## src/rtl/cdclib_pkg.sv

```systemverilog
// Shared helpers for the cdclib filter blocks: counter sizing and parameter legality.
package cdclib_pkg;

  localparam int FILTER_CYCLES_MIN = 1;
  localparam int FILTER_CYCLES_MAX = 255;

  // Smallest r with 2**r >= v; written as a bounded loop so it folds at elaboration.
  function automatic int clog2(input int v);
    int r;
    r = 0;
    for (int i = 0; i < 31; i++) begin
      if ((1 << i) < v) r = i + 1;
    end
    return r;
  endfunction

  function automatic bit fc_legal(input int fc);
    return (fc >= FILTER_CYCLES_MIN) && (fc <= FILTER_CYCLES_MAX);
  endfunction

endpackage

```

## src/rtl/cdclib_lvlfilt_if.sv

```systemverilog
// Level-filter data bundle: mode select, synchronized levels in, filtered levels and edge pulses out.
interface cdclib_lvlfilt_if #(
  parameter int DWIDTH = 1
);
  logic              filt_en;
  logic [DWIDTH-1:0] data_in;
  logic [DWIDTH-1:0] data_out;
  logic [DWIDTH-1:0] rise_pls;
  logic [DWIDTH-1:0] fall_pls;

  modport master (
    output filt_en,
    output data_in,
    input  data_out,
    input  rise_pls,
    input  fall_pls
  );

  modport slave (
    input  filt_en,
    input  data_in,
    output data_out,
    output rise_pls,
    output fall_pls
  );
endinterface

```

## src/rtl/cdclib_lvlfilt_bit.sv

```systemverilog
// One filtered bit: run-length counter, accepted level register and registered rise/fall pulses.
module cdclib_lvlfilt_bit
  import cdclib_pkg::*;
#(
  parameter int   FILTER_CYCLES = 4,
  parameter logic RESET_BIT     = 1'b0
) (
  input  logic clk,
  input  logic rst_n,
  input  logic filt_en,
  input  logic en_chg,
  input  logic din,
  output logic dout,
  output logic rise,
  output logic fall
);

  localparam int            CW      = clog2(FILTER_CYCLES + 1);
  localparam logic [CW-1:0] CNT_MAX = CW'(FILTER_CYCLES - 1);

  logic [CW-1:0] cnt_q, cnt_d;
  logic          out_q, out_d;
  logic          rise_q, rise_d;
  logic          fall_q, fall_d;

  always_comb begin
    cnt_d  = cnt_q;
    out_d  = out_q;
    rise_d = 1'b0;
    fall_d = 1'b0;
    if (!filt_en) begin
      cnt_d = '0;
      out_d = din;
    end else if (en_chg) begin
      // Re-entering filter mode: restart the run count from the current output.
      cnt_d = '0;
    end else if (din == out_q) begin
      cnt_d = '0;
    end else if (cnt_q == CNT_MAX) begin
      cnt_d = '0;
      out_d = din;
    end else begin
      cnt_d = cnt_q + CW'(1);
    end
    rise_d = out_d & ~out_q;
    fall_d = ~out_d & out_q;
  end

  always_ff @(posedge clk or negedge rst_n) begin
    if (!rst_n) begin
      cnt_q  <= '0;
      out_q  <= RESET_BIT;
      rise_q <= 1'b0;
      fall_q <= 1'b0;
    end else begin
      cnt_q  <= cnt_d;
      out_q  <= out_d;
      rise_q <= rise_d;
      fall_q <= fall_d;
    end
  end

  assign dout = out_q;
  assign rise = rise_q;
  assign fall = fall_q;

endmodule

```

## src/rtl/cdclib_lvlfilt.sv

```systemverilog
// Per-bit glitch filter with edge detect for already-synchronized levels; bits are independent.
module cdclib_lvlfilt
  import cdclib_pkg::*;
#(
  parameter int                DWIDTH        = 1,
  parameter int                FILTER_CYCLES = 4,
  parameter logic [DWIDTH-1:0] RESET_VAL     = '0
) (
  input  logic             clk,
  input  logic             rst_n,
  cdclib_lvlfilt_if.slave  bus
);

  if (!fc_legal(FILTER_CYCLES)) begin : g_bad_fc
    $error("cdclib_lvlfilt: FILTER_CYCLES=%0d outside 1..255", FILTER_CYCLES);
  end

  logic              filt_en_q, filt_en_d;
  logic              en_chg;
  logic [DWIDTH-1:0] data_out_w;
  logic [DWIDTH-1:0] rise_w;
  logic [DWIDTH-1:0] fall_w;

  // Reset matches the usual filtering mode so a filt_en=1 start is not seen as a mode change.
  always_comb begin
    filt_en_d = bus.filt_en;
  end

  always_ff @(posedge clk or negedge rst_n) begin
    if (!rst_n) filt_en_q <= 1'b1;
    else        filt_en_q <= filt_en_d;
  end

  assign en_chg = bus.filt_en ^ filt_en_q;

  for (genvar gi = 0; gi < DWIDTH; gi++) begin : g_bit
    cdclib_lvlfilt_bit #(
      .FILTER_CYCLES (FILTER_CYCLES),
      .RESET_BIT     (RESET_VAL[gi])
    ) u_bit (
      .clk     (clk),
      .rst_n   (rst_n),
      .filt_en (bus.filt_en),
      .en_chg  (en_chg),
      .din     (bus.data_in[gi]),
      .dout    (data_out_w[gi]),
      .rise    (rise_w[gi]),
      .fall    (fall_w[gi])
    );
  end

  assign bus.data_out = data_out_w;
  assign bus.rise_pls = rise_w;
  assign bus.fall_pls = fall_w;

endmodule

```

## src/flat_wrapper.sv

```systemverilog
// flat-port wrapper written by rule: the top's interface ports become plain ports
module cdclib_lvlfilt_flat import cdclib_pkg::*;
#(
  parameter int                DWIDTH        = 1,
  parameter int                FILTER_CYCLES = 4,
  parameter logic [DWIDTH-1:0] RESET_VAL     = '0
)
  (clk, rst_n, bus_filt_en, bus_data_in, bus_data_out, bus_rise_pls, bus_fall_pls);
  cdclib_lvlfilt_if #(.DWIDTH(DWIDTH)) bus_i ();
  input  logic clk;
  input  logic rst_n;
  input wire logic [$bits(bus_i.filt_en)-1:0] bus_filt_en;
  input wire logic [$bits(bus_i.data_in)-1:0] bus_data_in;
  output wire logic [$bits(bus_i.data_out)-1:0] bus_data_out;
  output wire logic [$bits(bus_i.rise_pls)-1:0] bus_rise_pls;
  output wire logic [$bits(bus_i.fall_pls)-1:0] bus_fall_pls;
  assign bus_i.filt_en = bus_filt_en;
  assign bus_i.data_in = bus_data_in;
  assign bus_data_out = bus_i.data_out;
  assign bus_rise_pls = bus_i.rise_pls;
  assign bus_fall_pls = bus_i.fall_pls;
  cdclib_lvlfilt #(.DWIDTH(DWIDTH), .FILTER_CYCLES(FILTER_CYCLES), .RESET_VAL(RESET_VAL)) u_core (.clk(clk), .rst_n(rst_n), .bus(bus_i));
endmodule
```

## config.mk

```make
export PLATFORM = sky130hd
export DESIGN_NAME = cdclib_lvlfilt_flat
export DESIGN_NICKNAME = d
export VERILOG_FILES = /design/src/rtl/cdclib_pkg.sv /design/src/rtl/cdclib_lvlfilt_if.sv /design/src/rtl/cdclib_lvlfilt_bit.sv /design/src/rtl/cdclib_lvlfilt.sv /design/src/flat_wrapper.sv
export SDC_FILE = /design/constraint.sdc
export NUM_CORES = 1
export LEC_CHECK = 0
export BUFFER_PORTS_ARGS = -buffer_cell sky130_fd_sc_hd__buf_2
export CORE_AREA = 2 2 39 41
export CTS_BUF_LIST = sky130_fd_sc_hd__clkbuf_16
export CTS_CLUSTER_SIZE = 12
export DETAILED_ROUTE_END_ITERATION = 10
export DIE_AREA = 0 0 41 43
export SLEW_MARGIN = 5
export SYNTH_ARGS = -nofsm -noshare
export SYNTH_HDL_FRONTEND = slang
export SYNTH_SLANG_ARGS = --single-unit
```

## constraint.sdc

```tcl
create_clock -name clk -period 2.8 [get_ports clk]
set_clock_uncertainty 0.2 [all_clocks]
set_input_delay 0.14 -clock clk [delete_from_list [all_inputs] [get_ports clk]]
set_output_delay 0.14 -clock clk [all_outputs]
set_load 0.02 [all_outputs]
```

==> impl_metrics.tcl, run 1 <==
set metrics [dict create \
    status "completed" \
    grt_max_degree 8 \
    synth_edf_count 0 \
    required_ns 2.71 \
    hold_viol_final 0 \
    ys_async_sr_fraction_pct 100.0 \
    firstDrtPassIters 4 \
    synth_compound_area_share_pct 6.383 \
    max_cap_violations 0 \
    port-buffer-count 6 \
    synth-xor-area-share_pct 2.979 \
    insertion_delay_ns 0.23 \
    num_io_pins 7 \
    numCtsBuffers 3 \
    synth_adder_area_share_pct 4.255 \
    synth_top_family_by_area "simple AND/OR/NAND/NOR gates" \
    post-cts-setup-buffers 0 \
    multi_input_area_um2 117.6 \
    crit_arrival_ns 1.28 \
    netlist.area_leader.share_pct 51.06 \
    ys_warn_count 0 \
    slew_headroom_pct 81.52 \
    pwr-share-comb_pct 6.3 \
    start_kind "register" \
    ys_seq_area_share_pct 60.00 \
    synthMostInstantiatedCell "dfrtp_1" \
    ys_top_cells_by_count "6 x dfrtp_1, 2 x a21oi_1, 2 x nor2b_1, 2 x nor4b_1" \
    grt_pass1_wl_um 897 \
    power_frac_seq_pct 29.5 \
    ctsHoldBuffers 2 \
    ys.flop_type "dfrtp_1" \
    whs_ns 0.006808 \
    root_buffer "clkbuf_16" \
    synthSimpleGateAreaFrac_pct 26.38 \
    wl_um 542 \
    fin_tns_setup_ns 0 \
    crit_type "reg -> reg" \
    holdPathStages 3 \
    postSynthAreaPerCell_um2 12.78 \
    hp-class "in -> reg" \
    rrSetupSlack_ns 1.44 \
    synth-seq-cells 7 \
    max_stage_delay_ns 0.37 \
    drv_slew 0 \
    die_y_um 43 \
    irDropWorstVdd_uv 310.8 \
    dp.cells 45 \
    cp_max_fo 4 \
    die_w_um 41 \
    p_sw_w 0.00006933 \
    cts_tree "done" \
    drt-initial-drc-count 1 \
    post-route-period-util_pct 48.70 \
    rsz0062_at_grt "false" \
    n_fill_cell 143 \
    seq_area_um2 176.4 \
    grt_usage_pct 8.485 \
    cts_sinks 7 \
    clkPwrFrac_pct 64.1 \
    routedWlPerCell_um 10.63 \
    start_util_pct 21.25 \
    crit_slowest_cell "dfrtp_1" \
    syn_to_final_growth_pct 50.64 \
    synthTopCellsByArea "dfrtp_1 51%, dfstp_2 8.9%, nor4b_1 6.0%" \
    drc 0 \
    die_area_mm2 0.001763 \
    finalNonFillerCells 51 \
    globalplace.congestion 0.6958 \
    power_leakage_nw 0.2178 \
    fin_nets 41 \
    crit_chain "ha_1 > and4b_1 > a211o_1" \
    yosysTopAreaCell "dfrtp_1" \
    synthCells 23 \
    drive_above_1_share_pct 28.57 \
    synth_area_um2 294.0 \
    grt_pass1_vias 215 \
    coreArea_mm2 0.001384 \
    synth_nets 28 \
    power.density_mw_per_mm2 840.9 \
    swShare_pct 18.62 \
    cp_top_family "flip-flops" \
    cp.depth 3 \
    setup_viol 0 \
    internal_power_w 0.0003031 \
    end_kind "register" \
    drtAntennaViolNets 0 \
    vias_per_cell 4.216 \
    synth_mux_area_share_pct 0 \
    critPathBufInv 0 \
    vias 215 \
    htreeDepth 1 \
    n_antenna_cell 0 \
    yosysUniqueCellTypes 15 \
    overflow 0 \
    fmax_mhz 733.4 \
    antenna_found_initial 0 \
    clock_path_buffers 2 \
    rr_worst_depth 3 \
    worst_slew_pin_slew_ns 0.2733 \
    cts_repair_resize_count 0 \
    clk_pin_slew_worst_paths_ns 0.04 \
    period_needed_ns 1.364 \
    fp-row-count 14 \
]
[area by class of cell]
type	count	area share (%)
tap	16	4.520
timing repair buffer	8	11.30
multi-input combinational	16	26.55
clock inverter	1	0.8475
clock buffer	3	16.95
sequential	7	39.83
[cell usage in the layout (no fill, tap or decap), drive strengths merged]
| master | synthesis | final |
|---|---|---|
| a211o | 1 | 1 |
| and4b | 1 | 1 |
| nand3b | 1 | 1 |
| and2 | 1 | 1 |
| inv | 0 | 1 |
| dfstp | 1 | 1 |
| nor4 | 1 | 1 |
| dfrtp | 6 | 6 |
| nor2b | 2 | 2 |
| buf | 0 | 6 |
| nand2b | 1 | 1 |
| a21oi | 2 | 2 |
| or2b | 1 | 1 |
| xnor2 | 1 | 1 |
| nor4b | 2 | 2 |
| nand2 | 1 | 1 |
| ha | 1 | 1 |
| dlygate4sd3 | 0 | 2 |
| clkbuf | 0 | 3 |
[tightest hold or removal path: stages]
cell and delay (ns):
buf_2 0.12, nand2b_1 0.10, a21oi_1 0.04
[state kept, by name, summed over array words and instances (netlist names)]
register / cells
u_core.filt_en_q: 1
u_core.g_bit.u_bit.cnt_q: 3
u_core.g_bit.u_bit.dout: 1
u_core.g_bit.u_bit.fall: 1
u_core.g_bit.u_bit.rise: 1
[through the flow]
| stage | setup slack, ns | total power [W] | area, µm² | util (%) |
|---|---|---|---|---|
| final | 1.436 | 0.0003724 | 442.9 | 32.01 |
| after global routing | 1.351 | 0.0003860 | 442.9 | 32.01 |
| after CTS | 1.437 | 0.0003780 | 442.9 | 32.01 |
| after detailed placement | 1.440 | 0.0001328 | 344.1 | 24.86 |
| after global placement | 1.451 | 0.0001327 | 344.1 | 24.86 |
| after floorplan | 1.485 | 0.0001229 | 294.0 | - |
[logic make-up (layout without fill, tap and decap cells)]
group | count (synthesis) | count (layout)
AND/OR/NAND/NOR | 11 | 11
flip-flops | 7 | 7
AO/OA/AOI/OAI | 3 | 3
adder cells (fa/ha/maj) | 1 | 1
XOR/XNOR | 1 | 1
buffers and inverters | 0 | 12
[layer usage]
| metal | GRT usage (%) | up-vias | wire length (µm) |
|---|---|---|---|
| met5 | 0 | - | 0 |
| met4 | 6.000 | 0 | 8 |
| met3 | 7.853 | 2 | 65 |
| met2 | 10.00 | 10 | 200 |
| met1 | 9.180 | 95 | 267 |
| li1 | - | 108 | - |
[power by group through the flow]
stage / registers (W) / clock network [W] / logic, W
finish: 0.000110 / 0.000239 / 0.0000236
global route: 0.000111 / 0.000248 / 0.0000268
CTS: 0.000110 / 0.000244 / 0.0000240
detailed placement: 0.000111 / 0 / 0.0000218
global placement: 0.000111 / 0 / 0.0000216
floorplan: 0.000114 / 0 / 0.00000867
[final timing paths]
| kind | to | start |
|---|---|---|
| hold reg to reg | u_core.g_bit[0].u_bit.cnt_q[0] | u_core.g_bit[0].u_bit.cnt_q[0] |
| setup / recovery | u_core.g_bit[0].u_bit.dout | u_core.g_bit[0].u_bit.cnt_q[0] |
| setup reg to reg | u_core.g_bit[0].u_bit.dout | u_core.g_bit[0].u_bit.cnt_q[0] |
| hold / removal | u_core.g_bit[0].u_bit.fall | bus_data_in |
| max in group asynchronous | u_core.filt_en_q | rst_n |
| min in group asynchronous | u_core.g_bit[0].u_bit.rise | rst_n |
Note: power is estimated with default switching activity, not from simulation.
==> inputs of run 2 (changes only) <==
--- a/config.mk
+++ b/config.mk
@@ -5,6 +5,7 @@
 export SDC_FILE = /design/constraint.sdc
 export NUM_CORES = 1
 export LEC_CHECK = 0
+export ABC_AREA = 1
 export BUFFER_PORTS_ARGS = -buffer_cell sky130_fd_sc_hd__buf_2
 export CORE_AREA = 2 2 39 41
 export CTS_BUF_LIST = sky130_fd_sc_hd__clkbuf_16
==> constraint.sdc (replaced) <==
create_clock -name clk -period 1.2 [get_ports clk]
set_clock_uncertainty 0.2 [all_clocks]
set_input_delay 0.06 -clock clk [delete_from_list [all_inputs] [get_ports clk]]
set_output_delay 0.06 -clock clk [all_outputs]
set_load 0.02 [all_outputs]
==> run 2 against run 1 <==
  * Register-to-register slack worse by 1.4 ns
  * Sequential power is 130% higher
  * Via count rose by 6.5%
  * Non-clock buffer count increased by 1
  * Global-route usage is 0.40 points lower
  * Synthesized cell count up 43%
  * Highest routed layer unchanged
  * Combinational power grew to 2.6 times the previous value
  * The run now ends with hold timing left
  * Critical endpoint is now u_core.g_bit[0].u_bit.cnt_q[2]
  * Fmax increased by 18%
  * Worst hold slack got worse by 0.013 ns
==> impl_metrics.tcl, run 2 <==
set metrics [dict create \
    status "complete, but fails checks" \
    violations "hold timing" \
    ys.flop_type "dfrtp_1" \
    n_antenna_cell 0 \
    irDropWorstVdd_uv 614.8 \
    pre_cts_slack_ns 0.002977 \
    vias 229 \
    synth_adder_area_share_pct 4.065 \
    yosysUniqueCellTypes 12 \
    setup_viol 0 \
    overflow 0 \
    grt_usage_pct 8.081 \
    drv_slew 0 \
    drc 0 \
    place_area_um2 346.6 \
    grt_pass1_wl_um 855 \
    die_w_um 41 \
    synth-seq-cells 7 \
    synth_top_family_by_area "simple AND/OR/NAND/NOR gates" \
    root_buffer "clkbuf_16" \
    clk_pin_slew_worst_paths_ns 0.04 \
    fin_area_um2 462.9 \
    largest_reg_flops 3 \
    whs_ns -0.005746 \
    fmax_mhz 866.3 \
    coreArea_mm2 0.001384 \
    routedWlPerCell_um 8.148 \
    grt_max_degree 9 \
    synth-xor-area-share_pct 2.846 \
    yosysTopAreaCell "dfrtp_1" \
    final_common_cell "nand2_1" \
    synthMostInstantiatedCell "nand2_1" \
    ys_top_cells_by_count "8 x nand2_1, 6 x dfrtp_1, 4 x inv_1, 4 x nand3_1, 4 x nor2_1" \
    drtAntennaViolNets 0 \
    ys_warn_count 0 \
    synth_area_um2 307.8 \
    rrSetupSlack_ns 0.05 \
    synth_edf_count 0 \
    die_y_um 43 \
    synthCells 33 \
    slew_headroom_pct 89.37 \
    cts_tree "done" \
    drive_above_1_share_pct 26.67 \
    power.density_mw_per_mm2 1893 \
    postSynthAreaPerCell_um2 9.327 \
    insertion_delay_ns 0.23 \
    syn_to_final_growth_pct 50.41 \
    htreeDepth 1 \
    start_kind "register" \
    ys_async_sr_fraction_pct 100.0 \
    max_cap_violations 0 \
    worst_slew_pin_slew_ns 0.1594 \
    numCtsBuffers 3 \
    final_cell_mix "8 x nand2_1, 6 x buf_2, 6 x dfrtp_1" \
    firstDrtPassIters 2 \
    globalplace.congestion 0.6714 \
    ys_seq_area_share_pct 57.32 \
    crit_arrival_ns 1.11 \
    synthTopCellsByArea "dfrtp_1 49%, nand2_1 9.8%, dfstp_2 8.5%" \
    period_needed_ns 1.154 \
    wl_um 497 \
    required_ns 1.16 \
    rsz0062_at_grt "true" \
    synth_mux_area_share_pct 0 \
    port-buffer-count 6 \
    end_kind "register" \
    largest_register "u_core.g_bit.u_bit.cnt_q" \
    synth_nets 38 \
    r2r_end "u_core.g_bit[0].u_bit.cnt_q[2]" \
    start_util_pct 22.24 \
    worst_slack_ns 0.04570 \
    antenna_found_initial 0 \
    crit_type "reg -> reg" \
    vias_per_cell 3.754 \
    grt_pass1_vias 219 \
    power_leakage_nw 0.2339 \
    clock_path_buffers 2 \
    fp-row-count 14 \
    regToRegStartpoint "u_core.g_bit[0].u_bit.cnt_q[0]" \
    synthSimpleGateAreaFrac_pct 25.61 \
    hp-class "in -> async" \
    die_area_mm2 0.001763 \
    rr_worst_depth 3 \
    num_io_pins 7 \
    netlist.area_leader.share_pct 48.78 \
    cts_sinks 7 \
    endpoint "u_core.g_bit[0].u_bit.cnt_q[2]" \
    fin_nets 51 \
    drt-initial-drc-count 1 \
    cp_max_fo 3 \
    post-route-period-util_pct 96.19 \
    synth_compound_area_share_pct 1.626 \
    startpoint "u_core.g_bit[0].u_bit.cnt_q[0]" \
    hold_viol_final 6 \
]
[run 2: stage by stage]
stage / hold WS [ns] / TNS [ns] / total power (W) / instances / utilization, %
after floorplan: -0.4356 / 0 / 0.0002951 / 33 / -
after global placement: -0.2998 / 0 / 0.0003113 / 54 / 25.05
after detailed placement: -0.2973 / 0 / 0.0003123 / 54 / 25.05
after CTS: 0.006184 / 0 / 0.0008876 / 61 / 33.27
after global routing: 0.02984 / -0.02143 / 0.0009197 / 61 / 33.45
final: -0.005746 / 0 / 0.0008766 / 61 / 33.45
[run 2: cells by family (layout without fill, tap and decap cells)]
group | after synthesis | count (layout)
XOR/XNOR | 1 | 1
AO/OA/AOI/OAI | 1 | 1
AND/OR/NAND/NOR | 18 | 18
adder cells (fa/ha/maj) | 1 | 1
flip-flops | 7 | 7
buffers and inverters | 5 | 17
[run 2: worst min path at each step]
stage | start | to | slack (ns) | cells past startpoint
finish | rst_n | u_core.g_bit[0].u_bit.rise | -0.006 | 2
global route | rst_n | u_core.g_bit[0].u_bit.cnt_q[2] | 0.03 | 2
CTS | rst_n | u_core.g_bit[0].u_bit.cnt_q[2] | 0.006 | 2
detailed placement | rst_n | u_core.g_bit[0].u_bit.cnt_q[2] | -0.30 | 1
global placement | rst_n | u_core.g_bit[0].u_bit.cnt_q[2] | -0.30 | 1
floorplan | rst_n | u_core.g_bit[0].u_bit.cnt_q[0] | -0.44 | 0
[run 2: layer usage]
layer,vias to the layer above,wire [µm],track usage [%]
met5,-,0,0
met4,0,16,6.000
met3,2,41,6.283
met2,7,214,10.00
met1,95,225,8.852
li1,125,-,-
[run 2: repair_timing]
| action | CTS | global route |
|---|---|---|
| hold buffers | 3 | 0 |
| gates resized for setup | 1 | 1 |
| pin swaps | 0 | 2 |
| endpoints found under the hold margin | 14 | 0 |
| endpoints found under the setup margin | 1 | 4 |
| setup buffers | 0 | 0 |
[run 2: worst max-delay path, stage by stage (launching register included)]
cell and delay (ns):
dfrtp_1 0.37, ha_2 0.19, or2_1 0.22, nor2_1 0.10
[run 2: area by class of cell]
cell class	instances	area (µm²)
clock buffers	3	75.07
clock inverters	1	3.754
fillers	149	920.9
inverters	4	15.01
multi-input cells	21	112.6
flip-flops and latches	7	176.4
well taps	16	20.02
repair buffers	9	60.06
[run 2: power by group]
group / total [W] / switching (W) / internal (W)
sequential: 0.000255 / 0.00000537 / 0.000249
clock: 0.000560 / 0.000127 / 0.000433
combinational: 0.0000619 / 0.0000356 / 0.0000263
==> inputs of run 3 (changes only) <==
--- a/config.mk
+++ b/config.mk
@@ -5,7 +5,7 @@
 export SDC_FILE = /design/constraint.sdc
 export NUM_CORES = 1
 export LEC_CHECK = 0
-export ABC_AREA = 1
+export ABC_AREA = 0
 export BUFFER_PORTS_ARGS = -buffer_cell sky130_fd_sc_hd__buf_2
 export CORE_AREA = 2 2 39 41
 export CTS_BUF_LIST = sky130_fd_sc_hd__clkbuf_16
==> run 3 against run 2 <==
  * The flow finishes with violations (hold timing, setup timing)
  * Design area is 7.6% higher
  * First-iteration DRC count grew to 4.0 times the previous value
  * Via count rose by 3.9%
  * Critical endpoint is now u_core.g_bit[0].u_bit.dout
  * Utilization up 2.5 points
  * Critical path type unchanged
  * Clock-buffer cell count did not move
  * Register-to-register slack got worse by 0.12 ns
  * Global-route usage up 1.2 points
  * Non-clock buffer count rose by 2
==> impl_metrics.tcl, run 3 (same netlist as run 1, synthesis figures left out) <==
set metrics [dict create \
    holdPathStages 3 \
    numCtsBuffers 3 \
    drive_above_1_share_pct 47.37 \
    rsz0062_at_grt "true" \
    wl_um 642 \
    pwr-share-comb_pct 7.8 \
    fmax_mhz 783.8 \
    cts_sinks 7 \
    htreeDepth 1 \
    power_frac_seq_pct 29.1 \
    whs_ns -0.05380 \
    grt_pass1_wl_mm 1.000 \
    min-delay-start "bus_data_in" \
    overflow 0 \
    post-route-period-util_pct 106.3 \
    fin_area_um2 498.0 \
    drt-initial-drc-count 4 \
    n_fill_cell 138 \
    start_util_pct 21.25 \
    swShare_pct 19.19 \
    setup_viol 4 \
    irDropWorstVdd_uv 1044 \
    max_cap_violations 0 \
    globalplace.congestion 0.7434 \
    slew_headroom_pct 76.22 \
    hp-class "in -> reg" \
    drtAntennaViolNets 0 \
    place_area_um2 354.1 \
    power_leakage_nw 0.2303 \
    vias_per_cell 4.407 \
    die_area_mm2 0.001763 \
    grt_usage_pct 9.321 \
    drv_slew 0 \
    clock_path_buffers 2 \
    internal_power_w 0.0007158 \
    num_io_pins 7 \
    grt_busiest_layer "met2" \
    antenna_found_initial 0 \
    regToRegStartpoint "u_core.g_bit[0].u_bit.cnt_q[0]" \
    critPathBufInv 0 \
    rrSetupSlack_ns -0.08 \
    grt_use_met3_pct 7.330 \
    cts_tree "done" \
    grt_max_degree 8 \
    required_ns 1.11 \
    cp_max_fo 4 \
    syn_to_final_growth_pct 69.36 \
    finalNonFillerCells 54 \
    worst_slew_pin_slew_ns 0.3541 \
    coreArea_mm2 0.001384 \
    largest_register "u_core.g_bit.u_bit.cnt_q" \
    clk_pin_slew_worst_paths_ns 0.04 \
    p_total_w 0.0008857 \
    largest_reg_flops 3 \
    met1_usage_pct 10.60 \
    clkPwrFrac_pct 63.0 \
    grt_pass1_vias 234 \
    p_sw_w 0.0001699 \
    hold_viol_final 9 \
    cp_top_family "flip-flops" \
    drc 0 \
    crit_slowest_cell "dfrtp_1" \
    firstDrtPassIters 3 \
    fp-row-count 14 \
    use_met2_pct 10.63 \
    die_y_um 43 \
    crit_arrival_ns 1.19 \
    max_stage_delay_ns 0.40 \
    crit_chain "ha_4 > and4b_1 > a211o_1" \
    start_kind "register" \
    routedWlPerCell_um 11.89 \
    die_w_um 41 \
    r2r_end "u_core.g_bit[0].u_bit.dout" \
    final_cell_mix "6 x buf_2, 6 x dfrtp_1, 3 x clkbuf_16, 3 x buf_4" \
    post-route-util_pct 35.99 \
    worst_slack_ns -0.07587 \
    period_needed_ns 1.276 \
    fin_nets 44 \
    crit_type "reg -> reg" \
    pre_cts_slack_ns -0.1003 \
    port-buffer-count 6 \
    violations "hold timing, setup timing" \
    power.density_mw_per_mm2 1779 \
    holdPathEnd "u_core.g_bit[0].u_bit.fall" \
    n_antenna_cell 0 \
    vias 238 \
    end_kind "register" \
    status "complete, but fails checks" \
    rr_worst_depth 3 \
    root_buffer "clkbuf_16" \
    dp.cells 46 \
    insertion_delay_ns 0.23 \
]
run 3: how the worst max path moves through the flow:
stage                                    from                    endpoint  slack (ns)  cells after the start
3_5_place_dp   u_core.g_bit[0].u_bit.cnt_q[0]  u_core.g_bit[0].u_bit.dout       -0.10                      3
4_1_cts        u_core.g_bit[0].u_bit.cnt_q[0]  u_core.g_bit[0].u_bit.dout       -0.09                      3
5_1_grt        u_core.g_bit[0].u_bit.cnt_q[0]  u_core.g_bit[0].u_bit.dout       -0.10                      3
3_3_place_gp   u_core.g_bit[0].u_bit.cnt_q[0]  u_core.g_bit[0].u_bit.dout       -0.09                      3
2_1_floorplan  u_core.g_bit[0].u_bit.cnt_q[0]  u_core.g_bit[0].u_bit.dout       -0.06                      3
6_report       u_core.g_bit[0].u_bit.cnt_q[0]  u_core.g_bit[0].u_bit.dout       -0.08                      3
run 3: what timing repair did:
action,in CTS,in global routing
endpoints found under the setup margin,5,6
buffers inserted,1,1
resized for setup,1,4
hold endpoints to repair,13,3
pin swaps,5,1
hold buffers,1,1
run 3: stage by stage:
step           hold slack, ns  setup TNS (ns)
2_1_floorplan         -0.4356        -0.07907
3_3_place_gp          -0.3010         -0.1908
3_5_place_dp          -0.3022         -0.2798
4_1_cts               -0.2227         -0.2229
5_1_grt              -0.03351         -0.4150
6_report             -0.05380         -0.1857
run 3: power groups by stage:
stage | combinational (W) | sequential, W | clock [W]
final | 0.0000695 | 0.000258 | 0.000558
after global placement | 0.0000501 | 0.000259 | 0
after global routing | 0.0000765 | 0.000260 | 0.000589
after floorplan | 0.0000205 | 0.000267 | 0
after CTS | 0.0000571 | 0.000257 | 0.000565
after detailed placement | 0.0000501 | 0.000259 | 0
run 3: worst reg2reg max path: stages, from the launching register on:
cell and delay [ns]:
dfrtp_1 0.40, ha_4 0.18, and4b_1 0.17, a211o_1 0.22
run 3: routing by layer:
layer	share of wire, %	vias up
li1	-	112
met1	40	114
met4	3.0	0
met5	0	-
met3	8.3	2
met2	49	10
run 3: final cells by class:
cell class	count	area (µm²)	share of cell area [%]
Clock inverter	1	3.754	0.7538
Timing Repair Buffer	11	72.57	14.57
Tap cell	16	20.02	4.020
Multi-Input combinational cell	16	150.1	30.15
Sequential cell	7	176.4	35.43
Clock buffer	3	75.07	15.08
